--- config.mk ---
export PLATFORM = sky130hd
export DESIGN_NAME = apb_master_ctrl
export DESIGN_NICKNAME = d
export VERILOG_FILES = /design/src/rtl/apb_master_pkg.sv /design/src/rtl/apb_addr_decode.sv /design/src/rtl/apb_master_ctrl.sv
export SDC_FILE = /design/constraint.sdc
export NUM_CORES = 1
export LEC_CHECK = 0
export BUFFER_PORTS_ARGS = -buffer_cell sky130_fd_sc_hd__buf_2
export CELL_PAD_IN_SITES_DETAIL_PLACEMENT = 0
export CELL_PAD_IN_SITES_GLOBAL_PLACEMENT = 2
export CORE_ASPECT_RATIO = 1.75
export CORE_MARGIN = 1.5
export CORE_UTILIZATION = 26
export CTS_BUF_LIST = sky130_fd_sc_hd__clkbuf_8
export DETAILED_ROUTE_END_ITERATION = 7
export PLACE_DENSITY_LB_ADDON = 0.1
export SYNTH_ARGS = -nofsm -noshare
export SYNTH_HDL_FRONTEND = slang
export SYNTH_SLANG_ARGS = --single-unit
--- constraint.sdc ---
create_clock -name PCLK -period 2 [get_ports PCLK]
set_input_delay 0.3 -clock PCLK [delete_from_list [all_inputs] [get_ports PCLK]]
set_output_delay 0.3 -clock PCLK [all_outputs]
set_load 0.02 [all_outputs]
--- src/rtl/apb_master_pkg.sv ---
// Shared constants for the APB4 master: state encodings, protection width
// and an elaboration-time clog2 helper.
package apb_master_pkg;

  localparam int APB_PROT_W = 3;

  localparam logic [1:0] ST_IDLE   = 2'd0;
  localparam logic [1:0] ST_SETUP  = 2'd1;
  localparam logic [1:0] ST_ACCESS = 2'd2;
  localparam logic [1:0] ST_RESP   = 2'd3;

  function automatic int clog2(input int value);
    int r;
    r = 0;
    while ((1 << r) < value) r = r + 1;
    return r;
  endfunction

endpackage

--- src/rtl/apb_addr_decode.sv ---
// Slave-index decode: extracts the slave field from the byte address and
// flags whether it names an existing slave.
module apb_addr_decode
  import apb_master_pkg::*;
#(
  parameter int ADDR_W     = 32,
  parameter int NUM_SLAVES = 4,
  parameter int SLV_LSB    = 12,
  localparam int SEL_W     = (clog2(NUM_SLAVES) > 1) ? clog2(NUM_SLAVES) : 1
) (
  input  logic [ADDR_W-1:0] addr,
  output logic [SEL_W-1:0]  idx,
  output logic              hit
);

  logic unused_addr;

  assign idx         = addr[SLV_LSB +: SEL_W];
  assign hit         = ({1'b0, idx} < (SEL_W + 1)'(NUM_SLAVES));
  assign unused_addr = ^addr;

endmodule

--- src/rtl/apb_master_ctrl.sv ---
// APB4 master: one request at a time, SETUP/ACCESS transfer to a decoded
// slave, registered response. Define APB_MASTER_TIMEOUT_EN to bound ACCESS.
module apb_master_ctrl
  import apb_master_pkg::*;
#(
  parameter int ADDR_W         = 32,
  parameter int DATA_W         = 32,
  parameter int NUM_SLAVES     = 4,
  parameter int SLV_LSB        = 12,
  parameter int TIMEOUT_CYCLES = 255,
  localparam int SEL_W         = (clog2(NUM_SLAVES) > 1) ? clog2(NUM_SLAVES) : 1,
  localparam int STRB_W        = DATA_W / 8
) (
  input  logic                         PCLK,
  input  logic                         PRESETn,
  input  logic                         req_valid,
  output logic                         req_ready,
  input  logic                         req_write,
  input  logic [ADDR_W-1:0]            req_addr,
  input  logic [DATA_W-1:0]            req_wdata,
  input  logic [STRB_W-1:0]            req_strb,
  input  logic [APB_PROT_W-1:0]        req_prot,
  output logic                         rsp_valid,
  input  logic                         rsp_ready,
  output logic [DATA_W-1:0]            rsp_rdata,
  output logic                         rsp_err,
  output logic [ADDR_W-1:0]            PADDR,
  output logic [APB_PROT_W-1:0]        PPROT,
  output logic [NUM_SLAVES-1:0]        PSEL,
  output logic                         PENABLE,
  output logic                         PWRITE,
  output logic [DATA_W-1:0]            PWDATA,
  output logic [STRB_W-1:0]            PSTRB,
  input  logic [NUM_SLAVES-1:0]        PREADY,
  input  logic [NUM_SLAVES*DATA_W-1:0] PRDATA,
  input  logic [NUM_SLAVES-1:0]        PSLVERR,
  output logic [1:0]                   state_o
);

  logic [1:0]            state_q, state_d;
  logic [ADDR_W-1:0]     addr_q, addr_d;
  logic [DATA_W-1:0]     wdata_q, wdata_d;
  logic [STRB_W-1:0]     strb_q, strb_d;
  logic [APB_PROT_W-1:0] prot_q, prot_d;
  logic                  write_q, write_d;
  logic [SEL_W-1:0]      idx_q, idx_d;
  logic [DATA_W-1:0]     rdata_q, rdata_d;
  logic                  err_q, err_d;

  logic [SEL_W-1:0]      dec_idx;
  logic                  dec_hit;
  logic                  sel_ready;
  logic                  sel_err;
  logic [DATA_W-1:0]     sel_rdata;

`ifdef APB_MASTER_TIMEOUT_EN
  localparam int CNT_W = (clog2(TIMEOUT_CYCLES + 1) > 1) ? clog2(TIMEOUT_CYCLES + 1) : 1;
  logic [CNT_W-1:0] cnt_q, cnt_d;
`else
  logic unused_timeout;
  assign unused_timeout = (TIMEOUT_CYCLES == 0);
`endif

  apb_addr_decode #(
    .ADDR_W     (ADDR_W),
    .NUM_SLAVES (NUM_SLAVES),
    .SLV_LSB    (SLV_LSB)
  ) u_decode (
    .addr (req_addr),
    .idx  (dec_idx),
    .hit  (dec_hit)
  );

  // Only the captured slave's inputs are looked at; all others are ignored.
  always_comb begin
    sel_ready = 1'b0;
    sel_err   = 1'b0;
    sel_rdata = '0;
    for (int unsigned i = 0; i < NUM_SLAVES; i++) begin
      if (idx_q == SEL_W'(i)) begin
        sel_ready = PREADY[i];
        sel_err   = PSLVERR[i];
        sel_rdata = PRDATA[i*DATA_W +: DATA_W];
      end
    end
  end

  always_comb begin
    state_d = state_q;
    addr_d  = addr_q;
    wdata_d = wdata_q;
    strb_d  = strb_q;
    prot_d  = prot_q;
    write_d = write_q;
    idx_d   = idx_q;
    rdata_d = rdata_q;
    err_d   = err_q;
`ifdef APB_MASTER_TIMEOUT_EN
    cnt_d   = cnt_q;
`endif
    case (state_q)
      ST_IDLE: begin
        if (req_valid) begin
          addr_d  = req_addr;
          write_d = req_write;
          wdata_d = req_write ? req_wdata : '0;
          strb_d  = req_write ? req_strb : '0;
          prot_d  = req_prot;
          idx_d   = dec_hit ? dec_idx : '0;
          rdata_d = '0;
          err_d   = ~dec_hit;
          state_d = dec_hit ? ST_SETUP : ST_RESP;
        end
      end
      ST_SETUP: begin
        state_d = ST_ACCESS;
`ifdef APB_MASTER_TIMEOUT_EN
        cnt_d   = '0;
`endif
      end
      ST_ACCESS: begin
        if (sel_ready) begin
          rdata_d = (!write_q && !sel_err) ? sel_rdata : '0;
          err_d   = sel_err;
          state_d = ST_RESP;
        end
`ifdef APB_MASTER_TIMEOUT_EN
        // Compare against the pre-increment value so ACCESS lasts exactly TIMEOUT_CYCLES.
        else if (cnt_q == CNT_W'(TIMEOUT_CYCLES - 1)) begin
          rdata_d = '0;
          err_d   = 1'b1;
          state_d = ST_RESP;
        end else begin
          cnt_d = cnt_q + CNT_W'(1);
        end
`endif
      end
      default: begin
        if (rsp_ready) state_d = ST_IDLE;
      end
    endcase
  end

  always_ff @(posedge PCLK or negedge PRESETn) begin
    if (!PRESETn) begin
      state_q <= ST_IDLE;
      addr_q  <= '0;
      wdata_q <= '0;
      strb_q  <= '0;
      prot_q  <= '0;
      write_q <= 1'b0;
      idx_q   <= '0;
      rdata_q <= '0;
      err_q   <= 1'b0;
`ifdef APB_MASTER_TIMEOUT_EN
      cnt_q   <= '0;
`endif
    end else begin
      state_q <= state_d;
      addr_q  <= addr_d;
      wdata_q <= wdata_d;
      strb_q  <= strb_d;
      prot_q  <= prot_d;
      write_q <= write_d;
      idx_q   <= idx_d;
      rdata_q <= rdata_d;
      err_q   <= err_d;
`ifdef APB_MASTER_TIMEOUT_EN
      cnt_q   <= cnt_d;
`endif
    end
  end

  always_comb begin
    PSEL = '0;
    if (state_q == ST_SETUP || state_q == ST_ACCESS) begin
      for (int unsigned i = 0; i < NUM_SLAVES; i++) begin
        if (idx_q == SEL_W'(i)) PSEL[i] = 1'b1;
      end
    end
  end

  assign req_ready = (state_q == ST_IDLE);
  assign rsp_valid = (state_q == ST_RESP);
  assign PENABLE   = (state_q == ST_ACCESS);
  assign PADDR     = addr_q;
  assign PPROT     = prot_q;
  assign PWRITE    = write_q;
  assign PWDATA    = wdata_q;
  assign PSTRB     = strb_q;
  assign rsp_rdata = rdata_q;
  assign rsp_err   = err_q;
  assign state_o   = state_q;

endmodule

==> impl_metrics.py, run 1 <==
metrics = {
    "synthesis": {
        "synth-seq-area-share_pct": 53.1,
        "yosys.area_share.xor_xnor_pct": 0,
        "yosys_warnings": 0,
        "synth-edff-count": 0,
        "mappedNetlistArea_um2": 5040,
        "synth_area_per_cell_um2": 13.2,
        "synthMuxAreaShare_pct": 23.6,
        "netlist_top_cells_area": "dfrtp_1, mux4_2, mux2_2",
        "synth.distinct_cells": 28,
        "synth_top_family_by_area": "multiplexers",
        "syn_inst": 383,
        "ys_ff_latch": 107,
        "syn-num-nets": 598,
        "yosys.area.top_type": "dfrtp_1",
        "synth_compound_area_share_pct": 11.5,
        "synth_top_flop_cell": "dfrtp_1",
        "async_flop_share_pct": 100,
        "synthSimpleGateAreaFrac_pct": 7.12,
        "synth_top_area_share_pct": 53.1,
        "synthAdderAreaFrac_pct": 0.745,
    },
    "placed_design": {
        "io_buffer_count": 325,
        "dp.final_hpwl_mm": 13.2,
        "place.gp.congestion": 0.733,
        "dp_cells": 936,
        "place_area_um2": 7040,
        "dp_worst_setup_slack_ns": 0.186,
    },
    "global_route": {
        "grt_pass1_wl_mm": 26.2,
        "antenna_found_initial": 3,
        "grt_max_degree": 63,
        "grt_pass1_vias": 5006,
        "grt_overflow_total": 0,
        "grt_usage_pct": 17.0,
    },
    "job": {
        "maxCapViolations": 0,
    },
    "final_layout": {
        "ff_latch_area_um2": 2680,
        "fin_util_pct": 38.2,
        "syn_to_final_growth_pct": 44.8,
        "fin_area_um2": 7300,
        "n_fill_cell": 1910,
        "multi_input_comb_area_um2": 2190,
        "stdcell_count": 955,
        "nets": 922,
        "drive_gt1_share_pct": 61.7,
        "mostFrequentLayoutCell": "buf_2",
        "layout_common_cells": "buf_2, dfrtp_1, nand2_1",
    },
    "setup_path": {
        "arrival_ns": 2.18,
        "crit_path_end_kind": "flop",
        "criticalPathCategory": "flop to flop",
        "critPathMaxFanout": 32,
        "crit_required_ns": 2.31,
        "crit_path_start_kind": "flop",
    },
    "clock_tree": {
        "cts_buffer_depth": 2,
        "clock-sinks": 107,
        "cts_root_buf": "clkbuf_8",
        "h-tree-depth": 3,
        "cts_buffers": 9,
        "clkTransAtPathRegs_ns": 0.11,
        "clock_latency_ns": 0.38,
        "cts_setup_buffers": 0,
        "cts_tree": "done",
    },
    "die": {
        "core_um2": 19100,
        "num_io_pins": 326,
        "die-height_um": 187,
        "die_w_um": 108,
        "rows": 67,
        "dieArea_um2": 20300,
        "start_util_pct": 26.4,
    },
    "drt": {
        "wl_per_cell_um": 17.6,
        "via_per_inst": 4.66,
        "ant_nets": 0,
        "via_count": 4452,
        "drtIter0Drc": 138,
        "drc": 0,
        "finalWirelength_mm": 16.8,
        "first_pass_iters": 4,
    },
    "power": {
        "p_leak_nw": 3.75,
        "p_per_area_nw_per_um2": 1620,
        "peakVddDrop_mv": 0.898,
    },
    "sta": {
        "hold_viol_final": 0,
        "maxSlewHeadroom_pct": 54.1,
        "skew_ns": 0.0128,
        "worst_slew_pin_slew_ns": 0.688,
        "setup_viol": 0,
        "min_period_ns": 1.87,
        "worst_slack_ns": 0.134,
        "fin_crit_sh_pct": 93.3,
        "timing_max_transition_violations_final": 0,
        "clock.fmax_ghz": 0.536,
        "rsz0062_at_grt": "false",
        "tns_ns": 0,
    },
    "hold_path": {
        "hold_class": "input pin to flop",
    },
    "run_status": {
        "status": "finished clean",
    },
}
## per-stage QoR
stage / power (mW) / hold slack, ns
4_1_cts: 12.0 / 0.118
5_1_grt: 12.6 / 0.108
3_3_place_gp: 10.3 / 0.287
2_1_floorplan: 7.99 / 0.00441
6_report: 11.8 / 0.145
3_5_place_dp: 10.4 / 0.289
## flip-flops by register name, indices dropped and copies added, names as in the netlist
signal     cells
PWDATA        32
state_o        2
PPROT          3
rsp_rdata     32
PSTRB          4
PADDR         32
PWRITE         1
rsp_err        1
## worst paths after layout
kind / startpoint / end / slack (ns) / cells past startpoint
max: state_o[0]$_DFFE_PN0P_ / rsp_rdata[6]$_DFFE_PN0P_ / 0.13 / 7
max in group asynchronous: PRESETn / PADDR[12]$_DFFE_PN0P_ / 1.01 / 3
min: req_addr[20] / PADDR[20]$_DFFE_PN0P_ / 0.15 / 2
min reg2reg: PWDATA[21]$_DFFE_PN0P_ / PWDATA[21]$_DFFE_PN0P_ / 0.48 / 2
min in group asynchronous: PRESETn / PADDR[7]$_DFFE_PN0P_ / 0.40 / 2
max reg2reg: state_o[0]$_DFFE_PN0P_ / rsp_rdata[6]$_DFFE_PN0P_ / 0.13 / 7
## layout make-up
cell class	instances	area share (%)
Sequential cell	107	36.7
Multi-Input combinational cell	239	30.0
Timing Repair Buffer	346	25.8
Tap cell	241	4.13
Clock buffer	11	2.07
Clock inverter	5	1.05
Inverter	4	0.206
Antenna cell	2	0.0686
## what timing repair did
item                                   CTS  global route
setup endpoints to repair                1             2
endpoints found under the hold margin   29             0
hold buffers                             1             0
gates resized for setup                  1             2
## routing by layer
layer  wire length, µm  up-vias  GRT usage, %
li1                  -     2060             -
met5                10        -             0
met4               371        2          6.48
met1              5810     2142          16.7
met2              9280      227          32.4
met3              1350       21          4.81
## Yosys cell counts, drive strengths merged, types with 2 or more instances
master / instances
nor2: 3
ha: 3
buf: 17
mux2: 40
a21oi: 3
nand2b: 2
mux4: 32
dfrtp: 107
nand2: 77
inv: 4
o21ai: 37
clkbuf: 16
a32o: 32
## logic make-up (layout without fill, tap and decap cells)
group                      after synthesis  in the layout
AOI/OAI and AO/OA                       77             77
buffers and inverters                   37            366
adders and majority gates                3              3
DFF                                    107            107
muxes                                   73             73
other                                    0              2
and+or+nand+nor                         86             86
## critical path, cell delays in order, from the launching register on
cell	delay (ns)
dfrtp_1	0.41
inv_1	0.11
ha_1	0.27
nand2b_1	0.18
o22ai_4	0.12
nor4b_4	0.29
buf_12	0.24
a32o_1	0.19
## power by group
part	switching (mW)	internal (mW)	leakage [nW]
sequential	0.614	3.20	1.37
combinational	3.68	2.78	2.26
clock	0.749	0.768	0.117
total	5.04	6.75	3.75
No activity file was read; power rests on OpenSTA's default activity.
==> run 2: changes to the inputs <==
--- a/config.mk
+++ b/config.mk
@@ -7,12 +7,13 @@
 export LEC_CHECK = 0
 export BUFFER_PORTS_ARGS = -buffer_cell sky130_fd_sc_hd__buf_2
 export CELL_PAD_IN_SITES_DETAIL_PLACEMENT = 0
-export CELL_PAD_IN_SITES_GLOBAL_PLACEMENT = 2
+export CELL_PAD_IN_SITES_GLOBAL_PLACEMENT = 1
 export CORE_ASPECT_RATIO = 1.75
 export CORE_MARGIN = 1.5
-export CORE_UTILIZATION = 26
+export CORE_UTILIZATION = 32
 export CTS_BUF_LIST = sky130_fd_sc_hd__clkbuf_8
 export DETAILED_ROUTE_END_ITERATION = 7
+export GPL_ROUTABILITY_DRIVEN = 1
 export PLACE_DENSITY_LB_ADDON = 0.1
 export SYNTH_ARGS = -nofsm -noshare
 export SYNTH_HDL_FRONTEND = slang
==> impl_metrics.py, run 2 (synthesis results as in run 1) <==
metrics = {
    "run_status": {
        "status": "finished clean",
    },
    "sta": {
        "tns_ns": 0,
        "clock.fmax_ghz": 0.550,
        "fin_crit_sh_pct": 90.9,
        "maxSlewHeadroom_pct": 56.2,
        "worst_slew_pin_slew_ns": 0.658,
        "skew_ns": 0.0105,
        "rsz0062_at_grt": "false",
        "min_period_ns": 1.82,
        "timing_max_transition_violations_final": 0,
        "setup_viol": 0,
        "hold_slack_ns": 0.138,
        "hold_viol_final": 0,
    },
    "job": {
        "maxCapViolations": 0,
    },
    "die": {
        "die_w_um": 97.9,
        "core_um2": 15400,
        "num_io_pins": 326,
        "dieArea_um2": 16500,
        "start_util_pct": 32.8,
        "die-height_um": 169,
        "rows": 60,
    },
    "final_layout": {
        "syn_to_final_growth_pct": 44.4,
        "diodes": 0,
        "nets": 935,
        "n_fill_cell": 1511,
        "layout_common_cells": "buf_2, dfrtp_1, nand2_1",
        "fin_area_um2": 7280,
        "drive_gt1_share_pct": 62.6,
        "stdcell_count": 911,
        "mostFrequentLayoutCell": "buf_2",
    },
    "global_route": {
        "antenna_found_initial": 0,
        "grt_pass1_wl_mm": 24.5,
        "grt_pass1_vias": 4702,
        "grt_usage_pct": 19.1,
        "grt_max_degree": 40,
        "grt_overflow_total": 0,
    },
    "clock_tree": {
        "cts_root_buf": "clkbuf_8",
        "cts_buffer_depth": 2,
        "clkTransAtPathRegs_ns": 0.11,
        "h-tree-depth": 3,
        "cts_buffers": 9,
        "clock-sinks": 107,
        "clock_latency_ns": 0.38,
        "cts_tree": "done",
    },
    "placed_design": {
        "dp_cells": 889,
        "io_buffer_count": 325,
        "place.gp.congestion": 0.749,
        "place_area_um2": 7020,
        "dp.final_hpwl_mm": 12.4,
    },
    "setup_path": {
        "crit_required_ns": 2.27,
        "critPathMaxFanout": 6,
        "arrival_ns": 2.08,
        "criticalPathCategory": "flop to flop",
        "crit_path_end_kind": "flop",
        "crit_path_start_kind": "flop",
    },
    "power": {
        "p_leak_nw": 3.79,
        "p_per_area_nw_per_um2": 1600,
        "peakVddDrop_mv": 0.653,
    },
    "drt": {
        "wl_per_cell_um": 17.2,
        "via_per_inst": 4.98,
        "drc": 0,
        "first_pass_iters": 4,
        "via_count": 4538,
        "ant_nets": 0,
        "drtIter0Drc": 134,
        "finalWirelength_mm": 15.7,
    },
    "hold_path": {
        "hold_class": "input pin to flop",
    },
}
run 2: repair_timing:
action	CTS	global route
setup buffers	2	2
hold endpoints to repair	36	0
gates cloned	1	0
gates resized for setup	1	5
pin swaps	1	1
hold buffers	1	0
setup endpoints to repair	32	15
run 2: layer usage:
layer	vias to the layer above	global-route usage (%)	wire length [µm]
met1	2176	20.3	5370
li1	2090	-	-
met4	0	10.4	645
met3	30	3.55	1120
met5	-	0	0
met2	242	35.2	8560
run 2: where the power goes:
| group | internal (mW) | leakage (nW) | switching [mW] |
|---|---|---|---|
| clock network | 0.463 | 0.0942 | 0.787 |
| registers | 3.20 | 1.37 | 0.546 |
| logic | 2.89 | 2.33 | 3.78 |
| total | 6.55 | 3.79 | 5.12 |
run 2: cell type report:
class | instances | area [µm²] | area share (%)
tap | 186 | 233 | 3.20
clock buffer | 9 | 124 | 1.70
inverter | 4 | 15.0 | 0.206
timing repair buffer | 358 | 1960 | 26.9
clock inverter | 7 | 50.0 | 0.687
multi-input combinational | 240 | 2220 | 30.5
sequential | 107 | 2680 | 36.8
run 2: through the flow:
| stage | util [%] | setup WS [ns] | total power [mW] |
|---|---|---|---|
| floorplan | - | 0.00894 | 7.99 |
| finish | 47.3 | 0.183 | 11.7 |
| CTS | 47.1 | 0.0104 | 11.8 |
| global placement | 45.6 | -0.389 | 10.3 |
| detailed placement | 45.6 | -0.480 | 10.4 |
| global route | 47.3 | 0.0828 | 12.5 |
run 2: final timing paths:
path / startpoint / end / slack [ns] / cells after the start
setup / recovery: state_o[0]$_DFFE_PN0P_ / rsp_rdata[4]$_DFFE_PN0P_ / 0.18 / 7
hold / removal: req_addr[0] / PADDR[0]$_DFFE_PN0P_ / 0.14 / 2
setup reg to reg: state_o[0]$_DFFE_PN0P_ / rsp_rdata[4]$_DFFE_PN0P_ / 0.18 / 7
hold reg to reg: PWDATA[3]$_DFFE_PN0P_ / PWDATA[3]$_DFFE_PN0P_ / 0.48 / 2
max in group asynchronous: PRESETn / PWDATA[11]$_DFFE_PN0P_ / 0.95 / 3
min in group asynchronous: PRESETn / PADDR[24]$_DFFE_PN0P_ / 0.44 / 2
run 2: worst max-delay path, stage by stage (launching register included):
cell     delay (ns)
dfrtp_1        0.39
inv_1          0.12
ha_1           0.26
nand2_1        0.14
o22ai_4        0.27
nor4b_4        0.10
buf_4          0.17
a32o_1         0.26
